<file path="src/rtl/pred_update_sched.sv">
// pred_update_sched: funnels up to two retired conditional branches per cycle
// into the predictor's single direction-update port, and registers the
// mispredict repair port. Sits between commit and the branch predictor.
//
// Latency: a queued entry reaches the update port at the earliest the cycle
// after it is pushed (there is no bypass of an empty queue). The repair path
// is a one-cycle register.
//
// Backpressure: ret_ready is low when fewer than two slots are free. Pushes
// that do not fit are dropped, lane1 before lane0. The predictor never stalls,
// so the head entry pops every cycle the queue is non-empty.
//
// Ports:
//   clk, reset                 clock; synchronous active-high reset
//   ret_*_0 / ret_*_1          retire lanes (lane0 is older)
//   ret_ready                  commit may present both lanes this cycle
//   mis_*                      mispredict resolution from the backend
//   update_orien_en, retire_pc, right_orien        direction update to pred
//   branch_mistaken, wrong_pc, right_target, ins_type_w   BTB repair to pred
//   perf_drop, perf_full       performance counters
//
// Optional feature: define PRED_UPD_PERF_EN to build the saturating perf
// counters. Without it, perf_drop/perf_full are tied to zero.

module pred_update_sched #(
  parameter int DEPTH = 8,
  parameter int CNTW  = 16
) (
  input  logic              clk,
  input  logic              reset,
  input  logic              ret_valid_0,
  input  logic              ret_cond_0,
  input  logic [31:0]       ret_pc_0,
  input  logic              ret_taken_0,
  input  logic              ret_valid_1,
  input  logic              ret_cond_1,
  input  logic [31:0]       ret_pc_1,
  input  logic              ret_taken_1,
  output logic              ret_ready,
  input  logic              mis_valid,
  input  logic [31:0]       mis_pc,
  input  logic [31:0]       mis_target,
  input  logic [2:0]        mis_type,
  output logic              update_orien_en,
  output logic [31:0]       retire_pc,
  output logic              right_orien,
  output logic              branch_mistaken,
  output logic [31:0]       wrong_pc,
  output logic [31:0]       right_target,
  output logic [2:0]        ins_type_w,
  output logic [CNTW-1:0]   perf_drop,
  output logic [CNTW-1:0]   perf_full
);

  localparam int PW = $clog2(DEPTH);
  localparam int CW = PW + 1;
  localparam logic [CW-1:0] DEPTH_C = CW'(DEPTH);

  // Queue storage and pointers
  logic [31:0]      pc_q [DEPTH];
  logic [31:0]      pc_d [DEPTH];
  logic [DEPTH-1:0] taken_q, taken_d;
  logic [PW-1:0]    head_q, head_d;
  logic [PW-1:0]    tail_q, tail_d;
  logic [CW-1:0]    count_q, count_d;

  // Repair register
  logic             mis_vld_q, mis_vld_d;
  logic [31:0]      mis_pc_q, mis_pc_d;
  logic [31:0]      mis_tgt_q, mis_tgt_d;
  logic [2:0]       mis_type_q, mis_type_d;

  // Push/pop decode
  logic             req0, req1;
  logic             acc0, acc1;
  logic             pop;
  logic [CW-1:0]    free_slots;
  logic [PW-1:0]    wr1_ptr;

  always_comb begin
    req0       = ret_valid_0 & ret_cond_0;
    req1       = ret_valid_1 & ret_cond_1;
    // Free slots come from the registered count only; the slot vacated by
    // this cycle's pop is not reused until next cycle, which keeps
    // ret_ready free of any combinational path from the inputs.
    free_slots = DEPTH_C - count_q;
    acc0       = req0 & (free_slots >= CW'(1));
    // Lane1 needs a slot beyond the one lane0 is asking for.
    acc1       = req1 & (free_slots >= (req0 ? CW'(2) : CW'(1)));
    pop        = (count_q != '0);

    pc_d    = pc_q;
    taken_d = taken_q;
    wr1_ptr = tail_q + PW'(acc0);
    if (acc0) begin
      pc_d[tail_q]    = ret_pc_0;
      taken_d[tail_q] = ret_taken_0;
    end
    if (acc1) begin
      pc_d[wr1_ptr]    = ret_pc_1;
      taken_d[wr1_ptr] = ret_taken_1;
    end
    tail_d  = wr1_ptr + PW'(acc1);
    head_d  = head_q + PW'(pop);
    count_d = count_q + CW'(acc0) + CW'(acc1) - CW'(pop);

    mis_vld_d  = mis_valid;
    mis_pc_d   = mis_pc_q;
    mis_tgt_d  = mis_tgt_q;
    mis_type_d = mis_type_q;
    if (mis_valid) begin
      mis_pc_d   = mis_pc;
      mis_tgt_d  = mis_target;
      mis_type_d = mis_type;
    end
  end

  always_ff @(posedge clk) begin
    if (reset) begin
      for (int i = 0; i < DEPTH; i++) pc_q[i] <= '0;
      taken_q    <= '0;
      head_q     <= '0;
      tail_q     <= '0;
      count_q    <= '0;
      mis_vld_q  <= 1'b0;
      mis_pc_q   <= '0;
      mis_tgt_q  <= '0;
      mis_type_q <= '0;
    end else begin
      pc_q       <= pc_d;
      taken_q    <= taken_d;
      head_q     <= head_d;
      tail_q     <= tail_d;
      count_q    <= count_d;
      mis_vld_q  <= mis_vld_d;
      mis_pc_q   <= mis_pc_d;
      mis_tgt_q  <= mis_tgt_d;
      mis_type_q <= mis_type_d;
    end
  end

  assign ret_ready       = (free_slots >= CW'(2));
  assign update_orien_en = pop;
  assign retire_pc       = pop ? pc_q[head_q] : '0;
  assign right_orien     = pop ? taken_q[head_q] : 1'b0;

  assign branch_mistaken = mis_vld_q;
  assign wrong_pc        = mis_pc_q;
  assign right_target    = mis_tgt_q;
  assign ins_type_w      = mis_type_q;

`ifdef PRED_UPD_PERF_EN
  logic [CNTW-1:0] perf_drop_q, perf_drop_d;
  logic [CNTW-1:0] perf_full_q, perf_full_d;
  logic [1:0]      n_drop;
  logic [CNTW:0]   drop_sum;

  always_comb begin
    n_drop      = {1'b0, req0 & ~acc0} + {1'b0, req1 & ~acc1};
    drop_sum    = {1'b0, perf_drop_q} + {{(CNTW-1){1'b0}}, n_drop};
    perf_drop_d = drop_sum[CNTW] ? '1 : drop_sum[CNTW-1:0];
    perf_full_d = perf_full_q;
    if (!ret_ready && (perf_full_q != '1)) perf_full_d = perf_full_q + CNTW'(1);
  end

  always_ff @(posedge clk) begin
    if (reset) begin
      perf_drop_q <= '0;
      perf_full_q <= '0;
    end else begin
      perf_drop_q <= perf_drop_d;
      perf_full_q <= perf_full_d;
    end
  end

  assign perf_drop = perf_drop_q;
  assign perf_full = perf_full_q;
`else
  assign perf_drop = '0;
  assign perf_full = '0;
`endif

endmodule
</file>
<file path="config.mk">
export PLATFORM = sky130hd
export DESIGN_NAME = pred_update_sched
export DESIGN_NICKNAME = d
export VERILOG_FILES = /design/src/rtl/pred_update_sched.sv
export SDC_FILE = /design/constraint.sdc
export NUM_CORES = 1
export LEC_CHECK = 0
export ABC_AREA = 0
export ABC_CLOCK_PERIOD_IN_PS = 3250
export CAP_MARGIN = 25
export CORE_ASPECT_RATIO = 1.1
export CORE_UTILIZATION = 50
export DETAILED_ROUTE_END_ITERATION = 12
export GPL_ROUTABILITY_DRIVEN = 0
export PLACE_DENSITY = 0.75
export SLEW_MARGIN = 10
export SYNTH_ARGS = -nofsm -noshare
export SYNTH_HDL_FRONTEND = slang
export SYNTH_SLANG_ARGS = --single-unit
</file>
<file path="constraint.sdc">
create_clock -name clk -period 3.25 [get_ports clk]
set_input_delay 0.65 -clock clk [delete_from_list [all_inputs] [get_ports clk]]
set_output_delay 0.65 -clock clk [all_outputs]
set_load 0.05 [all_outputs]
</file>
* Word-level counts from Yosys, hierarchy flattened *
Index checks and enable logic that the tools add are counted.
Widths: inputs -> output; s select.

operators by class
  add/sub/neg operators = 7
  order comparisons = 13
  multiplexer cells = 24
  bitwise operators = 7
  reductions and logical operators = 5

operators by type and width
  cell                 number
  $bwmux 256           2
  $mux 256             2
  $demux 32 s3         2
  $mux 32              5
  $bmux 32 s3          1
  $bwmux 8             2
  $mux 8               2
  $ge 4x4->1 const B   3
  $lt 3x4->1 const B   3
  $not 3->4            3
  $add 3x1->3          3
  $add 4x1->4          2
  $lt 4x1->1 const B   2
  $demux 1 s3          2
  $ge 3x1->1 const B   2
  $and 1x1->1          4
  $ge 4x1->1 const B   1
  $ge 4x2->1           1
  $ge 4x2->1 const B   1
  $logic_and 1x1->1    4
  $mux 1               4
  $reduce_bool 4->1    1
  $sub 4x1->4          1
  $sub 4x4->4 const A  1
  2 further kinds      2

word-level totals
  bits in registers = 342
  bits of input ports = 140
  output and inout port bits = 135
  word-level logic and storage cells = 72

* Depth between registers and ports, before layout *
  word-level depth = 11
  depth in mapped cells = 15
  depth with buffers taken out = 14

* Worst setup path after synthesis *
No wires, ideal clock.

  path type = in2reg
  start = input port ret_valid_0
  end = register count_q[1]
  setup time = 67 ps
  arrival = 3218 ps
  data required time = 3183 ps
  slack = -35 ps
  stages = 13
  path buffers = 2
  path through = and2_1 > inv_1 > ha_1 > nand2b_1 > a21o_1 > or3_4 > buf_6 > buf_6 > nor2b_1 > fa_1 > inv_1 > fa_1 > nor2_1

between the ends
  longest elaborated chain between the ends = 6
  elaborated cells on any way between the ends = 8
  those cells by class = 3 x add/sub; 1 x order compare; 1 x mux; 3 x bitwise

ends and longest elaborated chain
  item                    RTL line  text
  start: declaration      31        input logic ret_valid_0,
  $and 1x1->1 (*)         81        req0 = ret_valid_0 & ret_cond_0;
  $mux 2                  89        acc1 = req1 & (free_slots >= (req0 ? CW'(2) : CW'(1)));
  $ge 4x2->1              89
  $and 1x1->1             89
  $add 4x1->4 (*)         105       count_d = count_q + CW'(acc0) + CW'(acc1) - CW'(pop);
  $sub 4x1->4 (*)         105
  end signal: assignment  134       count_q <= count_d;
  end: declaration        65        logic [CW-1:0] count_q, count_d;

Every way passes the cells marked *; elsewhere a longest branch is shown, timed or not.
A chain may end at the register's enable or synchronous reset.

* Final worst setup path *
  start = register head_q[0]
  end = output port retire_pc[11]

between the ends
  longest elaborated chain between the ends = 5

ends and longest elaborated chain
  item                                        RTL line  text
  start: declaration                          63        logic [PW-1:0] head_q, head_d;
  start signal: assignment                    122       head_q <= '0;
  start signal: assignment                    132       head_q <= head_d;
  $not 3->4 (implied by the code)             144       assign retire_pc = pop ? pc_q[head_q] : '0;
  $bmux 32 s3                                 144
  $mux 32 (implied by the code) (2 in a row)  144
  $mux 32                                     144
  end: declaration                            45        output logic [31:0] retire_pc,

Every way passes these cells. The select of a mux whose other input is x is not followed.

==> impl_summary.log <==
INFO  metric status = completed
INFO  metric number_of_enable_flip_flop_cells_after_synthesis = 0
INFO  metric worst-path-max-fanout = 15
INFO  metric finalHoldViolations = 0
INFO  metric drtAntennaViolNets = 0
INFO  metric cp_data_required_time = 2.60 ns
INFO  metric part_of_the_power_in_the_clock_network = 27.6%
INFO  metric cts-root-buf = clkbuf_16
INFO  metric period_minus_slack = 3.113 ns
INFO  metric design.portCount = 275
INFO  metric detailedRoute.firstIterationViolations = 1327
INFO  metric netSwitchingFraction = 38.91%
INFO  metric power.static_leakage = 8.967 nW
INFO  metric internal_portion_of_total_power = 9.944 mW
INFO  metric end_kind = output port
INFO  metric synthSimpleGateAreaFrac = 7.477%
INFO  metric synth.distinct_cells = 41
INFO  metric comb_power_share = 41.0%
INFO  metric final.period_utilization = 95.77%
INFO  metric tightest_slew = 0.6995 ns
INFO  metric grt_start_max_net_pins = 98
INFO  metric synth.yosys.warnings = 0
INFO  metric layout-area-overhead-vs-synth = 23.55%
INFO  metric synthXorXnorAreaFrac = 0.5262%
INFO  metric wirelength = 51.51 mm
INFO  metric synth_area_leader_cell = dfxtp_1
INFO  metric cts.sinks = 342
INFO  metric coreArea = 35400 um^2
INFO  metric post_synthesis_sequential_element_count = 342
INFO  metric criticalPathCategory = reg -> out
INFO  metric hold_path.startpoint = wrong_pc[26]
INFO  metric antenna_violations_before_repair = 4
INFO  metric synth_compound_gate_area_share = 17.00%
INFO  metric rr_endpoint = pc_q[176]
INFO  metric mostFrequentLayoutCell = mux2i_1
INFO  metric die_height = 201.4 um
INFO  metric final_layout_size_suffix_gt1_share = 15.26%
INFO  metric cts_buffer_depth = 3
INFO  metric h-tree-depth = 2
INFO  metric place_hpwl = 32.61 mm
INFO  metric starting_utilization_of_the_core_area = 51.05%
INFO  metric worst_slew_margin_rel = 53.37%
INFO  metric chipWidth = 183.3 um
INFO  metric worst_r2r_startpoint = count_q[1]
INFO  metric first_global_vias = 14.87k
INFO  metric dr_total_vias = 14.80k
INFO  metric power.ir.vdd_worst = 0.7284 mV
INFO  metric slew_violations = 0
INFO  metric timing.critical_path.arrival = 2.46 ns
INFO  metric setup.reg_to_reg.worst_slack = 0.21 ns
INFO  metric grt_pass1_wl = 81.24 mm
INFO  metric postSynthAreaPerCell = 10.05 um^2
INFO  metric synth_top_family_by_area = multiplexers
INFO  metric timing.critical_path.from_type = flop
INFO  metric worst_skew_pair.late_latency = 0.55 ns
INFO  metric r2r_cells = 14
INFO  metric tritoncts = built
INFO  metric drc = 0
INFO  metric maxClockFrequency = 0.3213 GHz
INFO  metric final.setup_skew = 0.02375 ns
INFO  metric unrepaired_setup_endpoints_after_global_routing = no
INFO  metric synth_ff_type = dfxtp_1
INFO  metric async_reset_ff_share = 0%
INFO  metric syn-cell-area = 18070 um^2
INFO  metric worst_hold_path.num_cells = 2
INFO  metric muxShareOfSynthArea = 28.39%
INFO  metric gr_ovfl_total = 0
INFO  metric layout.core_utilization = 63.07%
INFO  metric post_cts.repair.setup_buffers = 0
INFO  metric portBuffers = 242
INFO  metric dieArea = 36910 um^2
INFO  metric setup_viol_count_final = 0
INFO  metric max_cap_violations = 0
INFO  metric detail_route.first_pass.iterations = 8
INFO  metric net-switching-power = 6.334 mW
INFO  metric share_of_the_synthesized_area_in_the_top_cell_type = 37.88%
INFO  metric detail_route.wl_per_cell = 20.86 um
INFO  metric synth-adder-area-share = 1.260%
INFO  metric cts-buffers-inserted = 39
INFO  metric timing.hold.worst_endpoint = wrong_pc[26]
INFO  metric layout.cells.most_common_list = mux2i_1, dfxtp_1, nor2_1, clkdlybuf4s50_1, a21oi_1
INFO  metric synth.top_cells.by_area = dfxtp_1, mux2i_1, mux4_2
INFO  metric seq_area_frac_synth = 37.88%
INFO  metric vias_per_cell = 5.995
INFO  metric totalPowerFinal = 16.28 mW
INFO  metric worstHoldPathType = reg -> reg
INFO  metric grt.total_usage = 27.54%
INFO  metric fp-row-count = 72
INFO  metric cts.clk_slew.worst_paths = 0.06 ns
INFO  metric netlist_instances = 1798
INFO  metric power_density = 729.0 nW/um^2
INFO  metric finish.net_count = 2116
INFO  metric sequential_share_of_power = 31.4%
## synthesized netlist by cell type (all sizes together), types with 9 or more instances
master    n
mux2i   364
dfxtp   342
nor2    309
a21oi   134
a211oi  133
a31o    132
buf     130
clkbuf  109
mux4     66
ha       15
inv      12
xnor2     9
## worst max-delay path by stage
| stage | from | end | slack [ns] | depth (start not counted) |
|---|---|---|---|---|
| 6_report | head_q[0] | retire_pc[11] | 0.14 | 5 |
| 3_5_place_dp | ret_valid_0 | pc_q[253] | -0.29 | 11 |
| 5_1_grt | head_q[0] | retire_pc[11] | 0.05 | 5 |
| 2_1_floorplan | ret_valid_0 | count_q[1] | 0.01 | 13 |
| 4_1_cts | count_q[1] | pc_q[176] | 0.02 | 14 |
| 3_3_place_gp | ret_valid_0 | count_q[1] | -0.22 | 12 |
## kinds of logic after synthesis
logic type / count (synthesis)
fa+ha+maj: 17
xor+xnor: 10
buf+inv: 251
flops: 342
simple gates: 336
other cells: 1
mux: 430
compound gates: 411
## power by group through the flow
stage / clock network, mW / logic, mW / registers [mW]
after global placement: 0 / 6.47 / 5.17
after global routing: 4.73 / 7.07 / 5.17
after detailed placement: 0 / 6.60 / 5.18
after CTS: 4.55 / 6.64 / 5.11
after floorplan: 0 / 4.68 / 5.16
final: 4.50 / 6.67 / 5.11
## routing by layer
metal  track usage (%)  vias to the layer above  wire, um
met3             4.090                      134      3022
met2             48.41                      596     25930
li1                  -                     6834         -
met5                 0                        -        17
met4             10.27                        2      1549
met1             33.82                     7236     20990
## metrics by stage
| stage | area, um^2 | hold slack [ns] | setup slack [ns] | TNS [ns] | std cells |
|---|---|---|---|---|---|
| final | 22330 | 0.4921 | 0.1374 | 0 | 2469 |
| after global routing | 22330 | 0.5222 | 0.04912 | 0 | 2469 |
| after CTS | 22310 | 0.4980 | 0.02085 | 0 | 2466 |
| after detailed placement | 21010 | 0.4845 | -0.2874 | -20.46 | 2399 |
| after global placement | 21010 | 0.4702 | -0.2222 | -9.648 | 2399 |
| after floorplan | 18190 | 0.5114 | 0.01275 | 0 | 1829 |
## state kept, by name, indices dropped and copies added, names as in the netlist
name / flops
branch_mistaken: 1
count_q: 4
head_q: 3
ins_type_w: 3
pc_q: 256
right_target: 32
tail_q: 3
taken_q: 8
wrong_pc: 32
## worst max-delay path, cell delays in order (launching register included)
cell and delay, ns:
dfxtp_4 0.56, buf_4 0.29, mux4_2 0.52, mux2i_1 0.28
nor2_1 0.08, buf_4 0.20
## area by class of cell
| cell class | count | area [um^2] |
|---|---|---|
| flip-flops and latches | 342 | 6853 |
| clock inverters | 16 | 198.9 |
| clock buffers | 51 | 1092 |
| inverters | 12 | 45.04 |
| diodes | 3 | 7.507 |
| fillers | 2833 | 13080 |
| repair buffers | 328 | 3421 |
| well taps | 481 | 601.8 |
| multi-input cells | 1236 | 10110 |
## timing repair
item | CTS | global route
gates resized for setup | 1 | 2
hold buffers | 0 | 0
endpoints found under the setup margin | 32 | 158
Note: power is estimated with default switching activity, not from simulation.
